--- src/rtl/hazard_unit_pkg.sv ---
// Shared types and constants for the pipeline hazard unit.
// Optional decode-stage branch support is selected by HAZARD_BRANCH_FWD_EN.
package hazard_unit_pkg;

  localparam int unsigned REG_W = 5;
  localparam int unsigned CNT_W = 16;

  typedef logic [REG_W-1:0] reg_idx_t;
  typedef logic [CNT_W-1:0] cnt_t;

  localparam cnt_t CNT_MAX = '1;

  // Execute-operand source select
  typedef enum logic [1:0] {
    FWD_REG = 2'b00,
    FWD_WB  = 2'b01,
    FWD_MEM = 2'b10
  } fwd_sel_e;

  // Producer match: register 0 is hard-wired zero and never matches
  function automatic logic reg_hit(reg_idx_t dst, reg_idx_t src, logic en);
    return en && (dst != '0) && (dst == src);
  endfunction

endpackage

--- src/rtl/hazard_unit_if.sv ---
// Pipeline-to-hazard-unit signal bundle.
// master: pipeline side (drives stage fields, receives controls).
// slave:  hazard unit side.
interface hazard_unit_if;
  import hazard_unit_pkg::*;

  reg_idx_t   RsD;
  reg_idx_t   RtD;
  reg_idx_t   RsE;
  reg_idx_t   RtE;
  reg_idx_t   WriteRegE;
  logic       RegWriteE;
  logic       MemtoRegE;
  logic       BranchD;

  logic [1:0] ForwardAE;
  logic [1:0] ForwardBE;
  logic       ForwardAD;
  logic       ForwardBD;
  logic       StallF;
  logic       StallD;
  logic       FlushE;
  cnt_t       stall_cnt;

  modport master (
    output RsD, RtD, RsE, RtE, WriteRegE, RegWriteE, MemtoRegE, BranchD,
    input  ForwardAE, ForwardBE, ForwardAD, ForwardBD,
           StallF, StallD, FlushE, stall_cnt
  );

  modport slave (
    input  RsD, RtD, RsE, RtE, WriteRegE, RegWriteE, MemtoRegE, BranchD,
    output ForwardAE, ForwardBE, ForwardAD, ForwardBD,
           StallF, StallD, FlushE, stall_cnt
  );

endinterface

--- src/rtl/hazard_unit_fwd_sel.sv ---
// Single execute-operand forward select; memory-stage producer wins over
// writeback-stage producer.
module hazard_fwd_sel
  import hazard_unit_pkg::*;
(
  input  reg_idx_t src_i,
  input  reg_idx_t WriteRegM_i,
  input  logic     RegWriteM_i,
  input  reg_idx_t WriteRegW_i,
  input  logic     RegWriteW_i,
  output fwd_sel_e sel_o
);

  // Priority select: M, then W, else register file
  always_comb begin
    sel_o = FWD_REG;
    if (reg_hit(WriteRegM_i, src_i, RegWriteM_i)) begin
      sel_o = FWD_MEM;
    end else if (reg_hit(WriteRegW_i, src_i, RegWriteW_i)) begin
      sel_o = FWD_WB;
    end
  end

endmodule

--- src/rtl/hazard_unit.sv ---
// Pipeline hazard unit: operand forwarding, load-use stall detection and a
// saturating stall-cycle counter.
// Build option: HAZARD_BRANCH_FWD_EN adds decode-stage branch forwarding and
// branch stalls; without it ForwardAD/ForwardBD are 0 and BranchD is unused.
module hazard_unit
  import hazard_unit_pkg::*;
(
  input  logic         clk,
  input  logic         rst,
  hazard_unit_if.slave hz
);

  reg_idx_t wreg_m_q, wreg_m_d;
  logic     regwrite_m_q, regwrite_m_d;
  logic     memtoreg_m_q, memtoreg_m_d;
  reg_idx_t wreg_w_q, wreg_w_d;
  logic     regwrite_w_q, regwrite_w_d;
  cnt_t     cnt_q, cnt_d;

  logic     lwstall;
  logic     branchstall;
  logic     stall;
  logic     fwd_ad;
  logic     fwd_bd;
  fwd_sel_e fae_sel;
  fwd_sel_e fbe_sel;

  hazard_fwd_sel u_fwd_a (
    .src_i       (hz.RsE),
    .WriteRegM_i (wreg_m_q),
    .RegWriteM_i (regwrite_m_q),
    .WriteRegW_i (wreg_w_q),
    .RegWriteW_i (regwrite_w_q),
    .sel_o       (fae_sel)
  );

  hazard_fwd_sel u_fwd_b (
    .src_i       (hz.RtE),
    .WriteRegM_i (wreg_m_q),
    .RegWriteM_i (regwrite_m_q),
    .WriteRegW_i (wreg_w_q),
    .RegWriteW_i (regwrite_w_q),
    .sel_o       (fbe_sel)
  );

  // Load-use hazard: a load in E feeds a source read in D
  always_comb begin
    lwstall = hz.MemtoRegE &&
              (reg_hit(hz.WriteRegE, hz.RsD, hz.RegWriteE) ||
               reg_hit(hz.WriteRegE, hz.RtD, hz.RegWriteE));
  end

`ifdef HAZARD_BRANCH_FWD_EN
  // Branch compare in D: forward ALUOutM, stall on an E result or a pending load in M
  always_comb begin
    fwd_ad      = reg_hit(wreg_m_q, hz.RsD, regwrite_m_q);
    fwd_bd      = reg_hit(wreg_m_q, hz.RtD, regwrite_m_q);
    branchstall = hz.BranchD &&
                  (reg_hit(hz.WriteRegE, hz.RsD, hz.RegWriteE) ||
                   reg_hit(hz.WriteRegE, hz.RtD, hz.RegWriteE) ||
                   reg_hit(wreg_m_q, hz.RsD, memtoreg_m_q)     ||
                   reg_hit(wreg_m_q, hz.RtD, memtoreg_m_q));
  end
`else
  // Branch support compiled out
  always_comb begin
    fwd_ad      = 1'b0;
    fwd_bd      = 1'b0;
    branchstall = 1'b0;
  end
`endif

  // Reset kills any stall in the same cycle so it is neither driven nor counted
  always_comb begin
    stall = (lwstall || branchstall) && !rst;
  end

  // Next state: shadows advance every cycle, a flush bubbles the M controls
  always_comb begin
    wreg_m_d     = hz.WriteRegE;
    regwrite_m_d = hz.RegWriteE && !stall;
    memtoreg_m_d = hz.MemtoRegE && !stall;
    wreg_w_d     = wreg_m_q;
    regwrite_w_d = regwrite_m_q;
    cnt_d        = cnt_q;
    if (stall && (cnt_q != CNT_MAX)) begin
      cnt_d = cnt_q + 1'b1;
    end
  end

  // Shadow pipeline and stall counter registers
  always_ff @(posedge clk) begin
    if (rst) begin
      wreg_m_q     <= '0;
      regwrite_m_q <= 1'b0;
      memtoreg_m_q <= 1'b0;
      wreg_w_q     <= '0;
      regwrite_w_q <= 1'b0;
      cnt_q        <= '0;
    end else begin
      wreg_m_q     <= wreg_m_d;
      regwrite_m_q <= regwrite_m_d;
      memtoreg_m_q <= memtoreg_m_d;
      wreg_w_q     <= wreg_w_d;
      regwrite_w_q <= regwrite_w_d;
      cnt_q        <= cnt_d;
    end
  end

  // Output drive, forced to 0 while reset is held
  always_comb begin
    hz.ForwardAE = FWD_REG;
    hz.ForwardBE = FWD_REG;
    hz.ForwardAD = 1'b0;
    hz.ForwardBD = 1'b0;
    hz.StallF    = 1'b0;
    hz.StallD    = 1'b0;
    hz.FlushE    = 1'b0;
    hz.stall_cnt = '0;
    if (!rst) begin
      hz.ForwardAE = fae_sel;
      hz.ForwardBE = fbe_sel;
      hz.ForwardAD = fwd_ad;
      hz.ForwardBD = fwd_bd;
      hz.StallF    = stall;
      hz.StallD    = stall;
      hz.FlushE    = stall;
      hz.stall_cnt = cnt_q;
    end
  end

endmodule

--- src/flat_wrapper.sv ---
// flat-port wrapper written by rule: the top's interface ports become plain ports
module hazard_unit_flat import hazard_unit_pkg::*;
  (clk, rst, hz_RsD, hz_RtD, hz_RsE, hz_RtE, hz_WriteRegE, hz_RegWriteE, hz_MemtoRegE, hz_BranchD, hz_ForwardAE, hz_ForwardBE, hz_ForwardAD, hz_ForwardBD, hz_StallF, hz_StallD, hz_FlushE, hz_stall_cnt);
  hazard_unit_if hz_i ();
  input  logic clk;
  input  logic rst;
  input wire logic [$bits(hz_i.RsD)-1:0] hz_RsD;
  input wire logic [$bits(hz_i.RtD)-1:0] hz_RtD;
  input wire logic [$bits(hz_i.RsE)-1:0] hz_RsE;
  input wire logic [$bits(hz_i.RtE)-1:0] hz_RtE;
  input wire logic [$bits(hz_i.WriteRegE)-1:0] hz_WriteRegE;
  input wire logic [$bits(hz_i.RegWriteE)-1:0] hz_RegWriteE;
  input wire logic [$bits(hz_i.MemtoRegE)-1:0] hz_MemtoRegE;
  input wire logic [$bits(hz_i.BranchD)-1:0] hz_BranchD;
  output wire logic [$bits(hz_i.ForwardAE)-1:0] hz_ForwardAE;
  output wire logic [$bits(hz_i.ForwardBE)-1:0] hz_ForwardBE;
  output wire logic [$bits(hz_i.ForwardAD)-1:0] hz_ForwardAD;
  output wire logic [$bits(hz_i.ForwardBD)-1:0] hz_ForwardBD;
  output wire logic [$bits(hz_i.StallF)-1:0] hz_StallF;
  output wire logic [$bits(hz_i.StallD)-1:0] hz_StallD;
  output wire logic [$bits(hz_i.FlushE)-1:0] hz_FlushE;
  output wire logic [$bits(hz_i.stall_cnt)-1:0] hz_stall_cnt;
  assign hz_i.RsD = hz_RsD;
  assign hz_i.RtD = hz_RtD;
  assign hz_i.RsE = hz_RsE;
  assign hz_i.RtE = hz_RtE;
  assign hz_i.WriteRegE = hz_WriteRegE;
  assign hz_i.RegWriteE = hz_RegWriteE;
  assign hz_i.MemtoRegE = hz_MemtoRegE;
  assign hz_i.BranchD = hz_BranchD;
  assign hz_ForwardAE = hz_i.ForwardAE;
  assign hz_ForwardBE = hz_i.ForwardBE;
  assign hz_ForwardAD = hz_i.ForwardAD;
  assign hz_ForwardBD = hz_i.ForwardBD;
  assign hz_StallF = hz_i.StallF;
  assign hz_StallD = hz_i.StallD;
  assign hz_FlushE = hz_i.FlushE;
  assign hz_stall_cnt = hz_i.stall_cnt;
  hazard_unit u_core (.clk(clk), .rst(rst), .hz(hz_i));
endmodule
--- config.mk ---
export PLATFORM = sky130hd
export DESIGN_NAME = hazard_unit_flat
export DESIGN_NICKNAME = d
export VERILOG_FILES = /design/src/rtl/hazard_unit_pkg.sv /design/src/rtl/hazard_unit_if.sv /design/src/rtl/hazard_unit_fwd_sel.sv /design/src/rtl/hazard_unit.sv /design/src/flat_wrapper.sv
export SDC_FILE = /design/constraint.sdc
export NUM_CORES = 1
export LEC_CHECK = 0
export BUFFER_PORTS_ARGS = -buffer_cell sky130_fd_sc_hd__buf_2
export CAP_MARGIN = 10
export CORE_ASPECT_RATIO = 0.75
export CORE_UTILIZATION = 50
export CTS_BUF_LIST = sky130_fd_sc_hd__clkbuf_4 sky130_fd_sc_hd__clkbuf_8
export CTS_CLUSTER_SIZE = 40
export DETAILED_ROUTE_END_ITERATION = 7
export PLACE_DENSITY_LB_ADDON = 0.15
export SYNTH_ARGS = -nofsm -noshare
export SYNTH_HDL_FRONTEND = slang
export SYNTH_SLANG_ARGS = --single-unit
--- constraint.sdc ---
create_clock -name clk -period 2.5 [get_ports clk]
set_input_delay 0.125 -clock clk [delete_from_list [all_inputs] [get_ports clk]]
set_output_delay 0.125 -clock clk [all_outputs]
set_load 0.01 [all_outputs]
**After elaboration in Yosys (flattened, before gate mapping)**

Index checks and enable logic that the tools add are counted.

- Add/sub/neg operators: 1
- Eq/ne operators: 7
- Muxes and demuxes: 8
- Reduce and logical (&&, ||, !) cells: 19

Operators by type and width:

| cell | count |
|---|---|
| $eq A5 B5 Y1 | 6 |
| $add A16 B1 Y16 const B | 1 |
| $mux W16 | 1 |
| $ne A16 B16 Y1 const B | 1 |
| $reduce_bool A5 Y1 | 3 |
| $logic_and A1 B1 Y1 | 13 |
| $mux W2 | 4 |
| $mux W1 | 3 |
| $logic_not A1 Y1 | 2 |
| $logic_or A1 B1 Y1 | 1 |

- Flip-flop bits (word level): 28
- Bits of input ports: 30
- Output and inout port bits: 25
- Word-level logic and storage cells: 40

**Depth between registers and ports, before layout**

Gate-level depths: netlist (run 1).

- Depth in word-level cells: 8
- Gate-level depth with buffers: 7
- Gate-level depth less buffers: 6

**By module**

A second synthesis (run 1) with hierarchy kept.

- Cells, all modules: 202
- Area, all modules: 1,826.8 µm²

Modules (own cells, without submodules):

| module | times used | cells an instance | area an instance (µm²) | sequential area each (µm²) |
|---|---|---|---|---|
| hazard_unit | 1 | 162 | 1,524.0 | 560.5 |
| hazard_fwd_sel | 2 | 20 | 151.4 | 0.0 |

**Worst setup path after synthesis (run 1)**

OpenSTA, ideal clock, no wires.

- Path type: register -> output
- From: register u_core.wreg_m_q[0]
- To: output hz_ForwardAE[0]
- Arrival time: 1.683 ns
- Required time: 2.375 ns
- Setup slack: 0.692 ns
- Cell stages (with the launch flop): 5
- Buffers on the path: 0
- Cells stage by stage: dfxtp_1 -> or4_1 -> o21ai_0 -> nor3_1 -> nor4_1

- Longest elaborated chain between the ends: 5
- Elaborated cells between the ends (all ways): 6
- Those cells by class: eq/ne: 1; mux: 2; reduce/logical: 3

Ends and longest elaborated chain:

| what | RTL line | RTL |
|---|---|---|
| start, declared | hazard_unit.sv:13 | `reg_idx_t wreg_m_q, wreg_m_d;` |
| start signal, assigned | hazard_unit.sv:101 | `wreg_m_q <= wreg_m_d;` |
| $reduce_bool A5 Y1 | hazard_unit_pkg.sv:22 | `return en && (dst != '0) && (dst == src);` |
| $logic_and A1 B1 Y1 | hazard_unit_pkg.sv:22 |  |
| $logic_and A1 B1 Y1 (*) | hazard_unit_pkg.sv:22 |  |
| $mux W2 (*) | hazard_unit_fwd_sel.sv:17 | `if (reg_hit(WriteRegM_i, src_i, RegWriteM_i)) begin` |
| $mux W2 (*) | hazard_unit.sv:120 | `if (!rst) begin` |
| end, declared | flat_wrapper.sv:15 | `output wire logic [$bits(hz_i.ForwardAE)-1:0] hz_ForwardAE;` |

Every way passes the cells marked *; elsewhere a longest branch is shown, timed or not.

**Final worst setup path (run 1)**

Same ends and word-level chain as after synthesis.

==> metrics.log, run 1 <==
[metrics] outcome: complete, no violations
[metrics] floorplan core area: 0.00304 mm2
[metrics] max-cap check violation count: 0
[metrics] CP Data Required Time: 2.38 ns
[metrics] post-placement setup slack: 0.540 ns
[metrics] number of resized instances in the post-cts repair step: 0
[metrics] post-route clock skew: 0.00268 ns
[metrics] global-route wire length before repair: 5400 um
[metrics] Tcrit/Tclk final: 0.902
[metrics] detailed route wirelength on metal3: 252 um
[metrics] placed standard-cell area: 0.00192 mm2
[metrics] class of the worst hold path: input port to flop
[metrics] floorplan die height: 51.9 um
[metrics] CP bufs+invs: 1
[metrics] predominant post-synthesis flop cell: sky130_fd_sc_hd__dfxtp_1
[metrics] detailed-route vias per instance: 5.30
[metrics] number of H-tree levels: 1
[metrics] number of routed nets with antenna violations: 0
[metrics] sequential share of the synthesized area: 0.338
[metrics] met1 WL: 1780 um
[metrics] endpoints failing hold: 0
[metrics] Synth Warn #: 0
[metrics] Worst Setup Path Type: flop to output pin
[metrics] setup repair after global routing missed its margin: no
[metrics] TritonCTS clock tree: done
[metrics] post-CTS setup buffer count: 0
[metrics] most common cell after layout, fill and taps aside: sky130_fd_sc_hd__buf_2
[metrics] number of enable-type register cells in the synthesized netlist: 0
[metrics] transition time at the pin with the least slew margin: 0.555 ns
[metrics] Post-Layout Inst Area: 0.00199 mm2
[metrics] Pleak: 0.831 nW
[metrics] routed len/inst: 12.2 um
[metrics] average instance area after synthesis: 8.59 um2
[metrics] fraction of final layout cells with drive strength greater than 1: 0.283
[metrics] CTS clk-pin slew, worst paths: 0.09 ns
[metrics] total wirelength of the detailed-routed design: 3380 um
[metrics] count of buffers inserted at the top-level ports: 51
[metrics] synthesized area: 0.00166 mm2
[metrics] TritonCTS Buffers: 3
[metrics] worst hold slack: 0.103 ns
[metrics] number of buffers between clock root and the deepest sink: 2
[metrics] internal power component: 0.729 mW
[metrics] accumulated negative setup slack: 0 ns
[metrics] DRC marker count from the first detailed-route iteration: 119
[metrics] synth unique cells: 34
[metrics] power per cell area: 474 mW/mm2
[metrics] smallest setup slack after layout: 0.244 ns
[metrics] delay of the slowest cell on the worst path: 0.51 ns
[metrics] antenna violations before repair: 0
[metrics] count of pins over their slew limit: 0
[metrics] effective utilization at floorplan: 0.545
[metrics] number of antenna repair diodes: 0
[metrics] largest driver fanout on the critical path: 4
[metrics] Worst slew margin: 0.630
[metrics] later-pin clock latency in the skew report: 0.27 ns
[metrics] Sink Count: 28
[metrics] grt total ovfl: 0
[metrics] total net switching power: 0.213 mW
[metrics] CTS Hold Buffers Added: 0
[metrics] number of fill cells: 260
[metrics] IO Pins: 55
[metrics] Post-layout nets: 272
[metrics] flip-flop and latch count after synthesis: 28
[metrics] placer congestion estimate: 0.814
[metrics] via total after detailed routing: 1,473
[metrics] proportion of register bits with asynchronous set or reset after synthesis: 0
[metrics] maximum clock frequency: 0.443 GHz
[metrics] slowest library cell on the worst path: sky130_fd_sc_hd__or4_1
[metrics] Final Critical Period: 2.26 ns
[metrics] maximum resistive drop on vdd: 385 uV
[metrics] Critical Path End Type: output pin
[metrics] leading cell types in the layout, fill and taps excluded: sky130_fd_sc_hd__buf_2, sky130_fd_sc_hd__dfxtp_1, sky130_fd_sc_hd__nor2b_1
[metrics] die footprint: 0.00355 mm2
[metrics] DIE WIDTH: 68.5 um
[metrics] Gate power share: 0.132
[metrics] vias in the first global route: 1,206
[metrics] family of cells with the greatest summed delay on the critical path: simple AND/OR/NAND/NOR gates
[metrics] root cell of the clock tree: sky130_fd_sc_hd__clkbuf_8
[metrics] Tot GR Track Use: 0.205
[metrics] sort of element at the start of the critical path: flop
[metrics] total DRC errors in the routed layout: 0
[metrics] Clock power frac: 0.374
[metrics] share of total power consumed by net switching: 0.226
[metrics] First-pass DRT Iterations: 4
[metrics] Layout area overhead: 20.0%
[metrics] Sequential Power Share: 0.494
[metrics] detailed-routed wire length on met2: 1340 um
[metrics] number of rows in the core area: 17
[metrics] critical-path cell list: or4_1, o21ai_0, nor3_1, nor4_1, buf_2
[metrics] largest net degree at the start of global routing: 42
[metrics] Final setup violation count: 0
[metrics] DP Wirelength: 2650 um
[metrics] Worst Path Arrival: 2.13 ns
[metrics] highest routing layer actually used: met4
[metrics] gate count of the mapped netlist: 193
[power by group through the flow]
| stage | clock network, mW | registers (mW) | logic [mW] |
|---|---|---|---|
| after floorplan | 0 | 0.473 | 0.0810 |
| after global placement | 0 | 0.476 | 0.122 |
| after detailed placement | 0 | 0.476 | 0.124 |
| after CTS | 0.358 | 0.466 | 0.125 |
| after global routing | 0.377 | 0.467 | 0.138 |
| final | 0.352 | 0.466 | 0.124 |
[layer usage]
metal | track usage | vias to the layer above
met3 | 0.0504 | 4
met1 | 0.305 | 637
li1 | - | 767
met2 | 0.292 | 65
met4 | 0.0486 | 0
met5 | 0 | -
[logic make-up after synthesis]
| group | synth area share |
|---|---|
| other | 0.00226 |
| and+or+nand+nor | 0.305 |
| muxes | 0.0815 |
| adders and majority gates | 0.00755 |
| buffers and inverters | 0.0392 |
| DFF | 0.338 |
| AOI/OAI and AO/OA | 0.0679 |
| xor gates and xnor gates | 0.158 |
[flip-flops by register name, indices dropped and copies added (netlist names)]
signal               count
u_core.regwrite_w_q      1
u_core.wreg_w_q          5
u_core.cnt_q            16
u_core.wreg_m_q          5
u_core.regwrite_m_q      1
[area by class of cell]
type,count,area [um2],share of cell area
repair buffers,52,263,0.132
clock inverters,1,30.0,0.0151
inverters,3,11.3,0.00566
flip-flops and latches,28,561,0.282
clock buffers,3,41.3,0.0208
well taps,38,47.5,0.0239
multi-input cells,153,1040,0.521
[final timing paths]
check | from | endpoint | slack, ns | cells after the start
worst max-delay path | u_core.wreg_m_q[0] | hz_ForwardAE[0] | 0.24 | 5
worst min-delay path | hz_RegWriteE | u_core.regwrite_m_q | 0.10 | 2
worst max register to register | u_core.cnt_q[8] | u_core.cnt_q[8] | 0.51 | 5
worst min register to register | u_core.regwrite_m_q | u_core.regwrite_w_q | 0.47 | 1
[cells in the mapped netlist (2+ instances only)]
cell / n / area [um2]
sky130_fd_sc_hd__dfxtp_1: 28 / 561
sky130_fd_sc_hd__nor2b_1: 25 / 156
sky130_fd_sc_hd__xnor2_1: 22 / 193
sky130_fd_sc_hd__nor2_1: 15 / 56.3
sky130_fd_sc_hd__nand3_1: 13 / 65.1
sky130_fd_sc_hd__mux2_2: 11 / 124
sky130_fd_sc_hd__nand2_1: 10 / 37.5
sky130_fd_sc_hd__xor2_1: 8 / 70.1
sky130_fd_sc_hd__nor3_1: 7 / 35.0
sky130_fd_sc_hd__nor4_1: 6 / 37.5
sky130_fd_sc_hd__o21ai_0: 6 / 30.0
sky130_fd_sc_hd__or4_1: 6 / 45.0
sky130_fd_sc_hd__clkbuf_1: 5 / 18.8
sky130_fd_sc_hd__buf_4: 4 / 30.0
sky130_fd_sc_hd__nand4_1: 4 / 25.0
sky130_fd_sc_hd__inv_1: 3 / 11.3
sky130_fd_sc_hd__a21oi_1: 2 / 10.0
sky130_fd_sc_hd__nor4b_1: 2 / 17.5
[stage by stage]
stage,utilization,cells,total power [mW]
after floorplan,-,194,0.554
final,0.654,278,0.942
after CTS,0.654,278,0.949
after global routing,0.654,278,0.983
after global placement,0.631,274,0.597
after detailed placement,0.631,274,0.600
[worst reg2reg max path: cells and delay by family, from the launching register on]
family	cells	cell delay (ns)
flip-flops	1	0.40
multiplexers	1	0.29
AND/OR/NAND/NOR	4	1.20
(Power assumes the default switching activity.)
==> run 2, diff against run 1 <==
--- a/config.mk
+++ b/config.mk
@@ -7,8 +7,10 @@
 export LEC_CHECK = 0
 export BUFFER_PORTS_ARGS = -buffer_cell sky130_fd_sc_hd__buf_2
 export CAP_MARGIN = 10
+export CELL_PAD_IN_SITES_DETAIL_PLACEMENT = 1
+export CELL_PAD_IN_SITES_GLOBAL_PLACEMENT = 2
 export CORE_ASPECT_RATIO = 0.75
-export CORE_UTILIZATION = 50
+export CORE_UTILIZATION = 30
 export CTS_BUF_LIST = sky130_fd_sc_hd__clkbuf_4 sky130_fd_sc_hd__clkbuf_8
 export CTS_CLUSTER_SIZE = 40
 export DETAILED_ROUTE_END_ITERATION = 7
==> constraint.sdc (replaced) <==
create_clock -name clk -period 2.5 [get_ports clk]
set_input_delay 0.25 -clock clk [delete_from_list [all_inputs] [get_ports clk]]
set_output_delay 0.25 -clock clk [all_outputs]
set_load 0.01 [all_outputs]
==> metrics.log, run 2 (synthesis gave the netlist of run 1 again) <==
[metrics] endpoints failing hold: 0
[metrics] effective utilization at floorplan: 0.311
[metrics] Layout area overhead: 21.4%
[metrics] Sink Count: 28
[metrics] die footprint: 0.00583 mm2
[metrics] Final setup violation count: 0
[metrics] First-pass DRT Iterations: 4
[metrics] Pleak: 0.822 nW
[metrics] CP Data Required Time: 2.25 ns
[metrics] detailed-route vias per instance: 4.58
[metrics] DIE WIDTH: 87.8 um
[metrics] global-route wire length before repair: 6830 um
[metrics] vias in the first global route: 1,411
[metrics] floorplan die height: 66.4 um
[metrics] maximum clock frequency: 0.453 GHz
[metrics] maximum resistive drop on vdd: 182 uV
[metrics] root cell of the clock tree: sky130_fd_sc_hd__clkbuf_8
[metrics] antenna violations before repair: 0
[metrics] number of resized instances in the post-cts repair step: 0
[metrics] Worst Setup Path Type: flop to output pin
[metrics] grt total ovfl: 0
[metrics] transition time at the pin with the least slew margin: 0.587 ns
[metrics] CTS clk-pin slew, worst paths: 0.09 ns
[metrics] max-cap check violation count: 0
[metrics] total wirelength of the detailed-routed design: 4060 um
[metrics] via total after detailed routing: 1,442
[metrics] accumulated negative setup slack: 0 ns
[metrics] Critical Path End Type: output pin
[metrics] leading cell types in the layout, fill and taps excluded: sky130_fd_sc_hd__buf_2, sky130_fd_sc_hd__dfxtp_1, sky130_fd_sc_hd__nor2b_1
[metrics] DRC marker count from the first detailed-route iteration: 38
[metrics] IO Pins: 55
[metrics] count of pins over their slew limit: 0
[metrics] TritonCTS Buffers: 3
[metrics] post-placement setup slack: 0.450 ns
[metrics] largest register by flop count: u_core.cnt_q
[metrics] largest net degree at the start of global routing: 42
[metrics] Tcrit/Tclk final: 0.883
[metrics] sort of element at the start of the critical path: flop
[metrics] Tot GR Track Use: 0.153
[metrics] Largest register FFs: 16
[metrics] number of antenna repair diodes: 0
[metrics] number of fill cells: 652
[metrics] TritonCTS clock tree: done
[metrics] outcome: complete, no violations
[metrics] CTS Hold Buffers Added: 0
[metrics] DP Wirelength: 3300 um
[metrics] power per cell area: 415 mW/mm2
[metrics] number of routed nets with antenna violations: 0
[metrics] Final Critical Period: 2.21 ns
[metrics] floorplan core area: 0.00532 mm2
[metrics] post-route clock skew: 0.00226 ns
[metrics] most common cell after layout, fill and taps aside: sky130_fd_sc_hd__buf_2
[metrics] fraction of final layout cells with drive strength greater than 1: 0.283
[metrics] smallest setup slack after layout: 0.291 ns
[metrics] registers with the most flip-flops: u_core.cnt_q: 16 flops, u_core.wreg_m_q: 5 flops, u_core.wreg_w_q: 5 flops
[metrics] class of the worst hold path: input port to flop
[metrics] Worst Path Arrival: 1.96 ns
[metrics] number of buffers between clock root and the deepest sink: 2
[metrics] later-pin clock latency in the skew report: 0.27 ns
[metrics] setup repair after global routing missed its margin: no
[metrics] placer congestion estimate: 0.744
[metrics] post-CTS setup buffer count: 0
[metrics] routed len/inst: 12.9 um
[metrics] count of buffers inserted at the top-level ports: 51
[metrics] number of H-tree levels: 1
[metrics] fraction of the core area covered by cells at the end of the flow: 0.378
[metrics] largest driver fanout on the critical path: 4
[metrics] number of rows in the core area: 23
[metrics] Worst slew margin: 0.609
[metrics] total DRC errors in the routed layout: 0
[metrics] Post-layout nets: 273
==> run 2: per-stage QoR <==
| step | instances | hold slack (ns) | power [mW] | cell area [um2] |
|---|---|---|---|---|
| detailed placement | 312 | 0.464 | 0.605 | 1970 |
| global placement | 312 | 0.463 | 0.604 | 1970 |
| global route | 315 | 0.225 | 0.883 | 2010 |
| floorplan | 194 | 0.378 | 0.554 | 1660 |
| CTS | 315 | 0.225 | 0.849 | 2010 |
| finish | 315 | 0.229 | 0.836 | 2010 |
==> run 2: per-layer routing <==
layer / vias up / GRT usage / routed length, um
met3: 2 / 0.0412 / 209
met5: - / 0 / 0
met2: 39 / 0.203 / 1470
met1: 636 / 0.238 / 2360
li1: 765 / - / -
met4: 0 / 0.0307 / 25
==> run 2: worst max-delay path, stage by stage (launching register included) <==
cell,delay [ns]
sky130_fd_sc_hd__dfxtp_1,0.36
sky130_fd_sc_hd__or4_1,0.51
sky130_fd_sc_hd__o21ai_0,0.17
sky130_fd_sc_hd__buf_4,0.16
sky130_fd_sc_hd__nor3_1,0.05
sky130_fd_sc_hd__nor4_1,0.26
sky130_fd_sc_hd__buf_2,0.18
==> run 2: path summary, 6_finish.rpt <==
path | slack [ns] | start | end | cells after the start
worst min-delay path | 0.23 | hz_RegWriteE | u_core.regwrite_m_q | 2
worst max-delay path | 0.29 | u_core.wreg_m_q[0] | hz_ForwardAE[0] | 6
worst min register to register | 0.47 | u_core.regwrite_m_q | u_core.regwrite_w_q | 1
worst max register to register | 0.49 | u_core.cnt_q[7] | u_core.cnt_q[5] | 5
==> run 2: report_power, final <==
| part | total (mW) | leakage (nW) | internal [mW] | switching, mW |
|---|---|---|---|---|
| clock network | 0.244 | 0.0216 | 0.108 | 0.136 |
| logic | 0.126 | 0.572 | 0.0607 | 0.0657 |
| registers | 0.466 | 0.228 | 0.455 | 0.0104 |
==> run 2: area by class of cell <==
type,instances,area [um2],share of cell area
Tap cell,75,93.8,0.0466
Timing Repair Buffer,53,270,0.134
Sequential cell,28,561,0.278
Inverter,3,11.3,0.00559
Clock buffer,3,41.3,0.0205
Multi-Input combinational cell,153,1040,0.515
==> run 3, diff against run 2 <==
==> constraint.sdc (replaced) <==
create_clock -name clk -period 2.5 [get_ports clk]
set_input_delay 0.625 -clock clk [delete_from_list [all_inputs] [get_ports clk]]
set_output_delay 0.625 -clock clk [all_outputs]
set_load 0.01 [all_outputs]
==> metrics.log, run 3 (synthesis gave the netlist of run 1 again) <==
[metrics] endpoints failing hold: 0
[metrics] largest net degree at the start of global routing: 42
[metrics] Tot GR Track Use: 0.161
[metrics] CTS clk-pin slew, worst paths: 0.10 ns
[metrics] die footprint: 0.00583 mm2
[metrics] Worst Path Arrival: 1.84 ns
[metrics] Tcrit/Tclk final: 0.986
[metrics] max-cap check violation count: 0
[metrics] vias in the first global route: 1,467
[metrics] Post-Layout Inst Area: 0.00216 mm2
[metrics] Sink Count: 28
[metrics] DIE WIDTH: 87.8 um
[metrics] maximum clock frequency: 0.406 GHz
[metrics] total net switching power: 0.218 mW
[metrics] power per cell area: 410 mW/mm2
[metrics] largest register by flop count: u_core.cnt_q
[metrics] leading cell types in the layout, fill and taps excluded: sky130_fd_sc_hd__buf_2, sky130_fd_sc_hd__nor2b_1, sky130_fd_sc_hd__dfxtp_1
[metrics] grt total ovfl: 0
[metrics] total wirelength of the detailed-routed design: 4240 um
[metrics] outcome: complete, no violations
[metrics] smallest setup slack after layout: 0.0357 ns
[metrics] Worst Setup Path Type: input port to output pin
[metrics] maximum resistive drop on vdd: 174 uV
[metrics] number of rows in the core area: 23
[metrics] class of the worst hold path: flop to flop
[metrics] routed len/inst: 13.0 um
[metrics] floorplan core area: 0.00532 mm2
[metrics] TritonCTS clock tree: done
[metrics] count of buffers inserted at the top-level ports: 51
[metrics] Largest register FFs: 16
[metrics] effective utilization at floorplan: 0.311
[metrics] worst reg2reg setup slack: 0.49 ns
[metrics] post-placement setup slack: -0.0333 ns
[metrics] sort of element at the start of the critical path: input port
[metrics] Final setup violation count: 0
[metrics] total DRC errors in the routed layout: 0
[metrics] number of antenna repair diodes: 0
[metrics] TritonCTS Buffers: 3
[metrics] placed instance count: 319
[metrics] share of total power consumed by net switching: 0.246
[metrics] fraction of final layout cells with drive strength greater than 1: 0.359
[metrics] largest driver fanout on the critical path: 2
[metrics] internal power component: 0.668 mW
[metrics] setup repair after global routing missed its margin: yes
[metrics] post-route clock skew: 0.00724 ns
[metrics] number of routed nets with antenna violations: 0
[metrics] antenna violations before repair: 0
[metrics] non-filler cells, final: 326
[metrics] via total after detailed routing: 1,509
[metrics] global-route wire length before repair: 7220 um
[metrics] root cell of the clock tree: sky130_fd_sc_hd__clkbuf_8
[metrics] most common cell after layout, fill and taps aside: sky130_fd_sc_hd__buf_2
[metrics] Post-layout nets: 283
[metrics] count of pins over their slew limit: 0
[metrics] Clock power frac: 0.314
[metrics] number of buffers between clock root and the deepest sink: 2
[metrics] DRC marker count from the first detailed-route iteration: 64
[metrics] floorplan die height: 66.4 um
[metrics] DP Wirelength: 3430 um
[metrics] Critical Path End Type: output pin
[metrics] number of H-tree levels: 1
[metrics] Final Critical Period: 2.46 ns
[metrics] Overall Power: 0.887 mW
[metrics] First-pass DRT Iterations: 4
[metrics] worst hold slack: 0.479 ns
[metrics] Layout area overhead: 30.3%
[metrics] Pleak: 0.888 nW
[metrics] later-pin clock latency in the skew report: 0.27 ns
[metrics] Sequential Power Share: 0.524
[metrics] registers with the most flip-flops: u_core.cnt_q: 16 flops, u_core.wreg_m_q: 5 flops, u_core.wreg_w_q: 5 flops
[metrics] CP Data Required Time: 1.88 ns
[metrics] placed standard-cell area: 0.00202 mm2
[metrics] placer congestion estimate: 0.725
[metrics] Gate power share: 0.162
[metrics] detailed-route vias per instance: 4.63
[metrics] IO Pins: 55
[metrics] CTS Hold Buffers Added: 0
[run 3: power groups by stage]
stage                     clock network [mW]  registers (mW)  logic (mW)
after global placement                     0           0.477       0.133
final                                  0.278           0.465       0.144
after detailed placement                   0           0.477       0.135
after global routing                   0.309           0.467       0.162
after CTS                              0.292           0.465       0.140
after floorplan                            0           0.473      0.0810
[run 3: critical path, stage by stage]
cell and delay (ns):
sky130_fd_sc_hd__buf_2 0.12, sky130_fd_sc_hd__xor2_1 0.14, sky130_fd_sc_hd__or4_4 0.53, sky130_fd_sc_hd__nor4_2 0.26, sky130_fd_sc_hd__buf_2 0.17
[run 3: final cells by class]
| cell class | count | area [um2] |
|---|---|---|
| fill | 654 | 3160 |
| multi-input combinational | 153 | 1060 |
| sequential | 28 | 571 |
| timing repair buffer | 63 | 370 |
| tap | 75 | 93.8 |
| clock buffer | 4 | 55.1 |
| inverter | 3 | 11.3 |
[run 3: per-layer routing]
layer | GRT usage | part of all wire | up-vias
met5 | 0 | 0 | -
met1 | 0.244 | 0.55 | 680
met3 | 0.0375 | 0.053 | 2
met2 | 0.227 | 0.39 | 41
met4 | 0.0307 | 0.0059 | 0
li1 | - | - | 786
[run 3: path summary, 6_finish.rpt]
| kind | startpoint | endpoint | cells after the start |
|---|---|---|---|
| setup reg to reg | u_core.cnt_q[7] | u_core.cnt_q[10] | 5 |
| hold reg to reg | u_core.regwrite_m_q | u_core.regwrite_w_q | 1 |
| setup / recovery | hz_RsE[3] | hz_ForwardAE[0] | 5 |
| hold / removal | u_core.regwrite_m_q | u_core.regwrite_w_q | 1 |
[run 3: through the flow]
step	TNS (ns)	util
floorplan	0	-
global placement	-0.0615	0.380
detailed placement	-0.0930	0.380
CTS	0	0.394
global route	-0.0301	0.406
finish	0	0.406
[run 3: what timing repair did]
action / in CTS / in global routing
resized for setup: 8 / 12
endpoints found under the hold margin: 0 / 0
buffers inserted: 1 / 2
cloned: 0 / 0
pin swaps: 2 / 3
setup endpoints to repair: 5 / 5
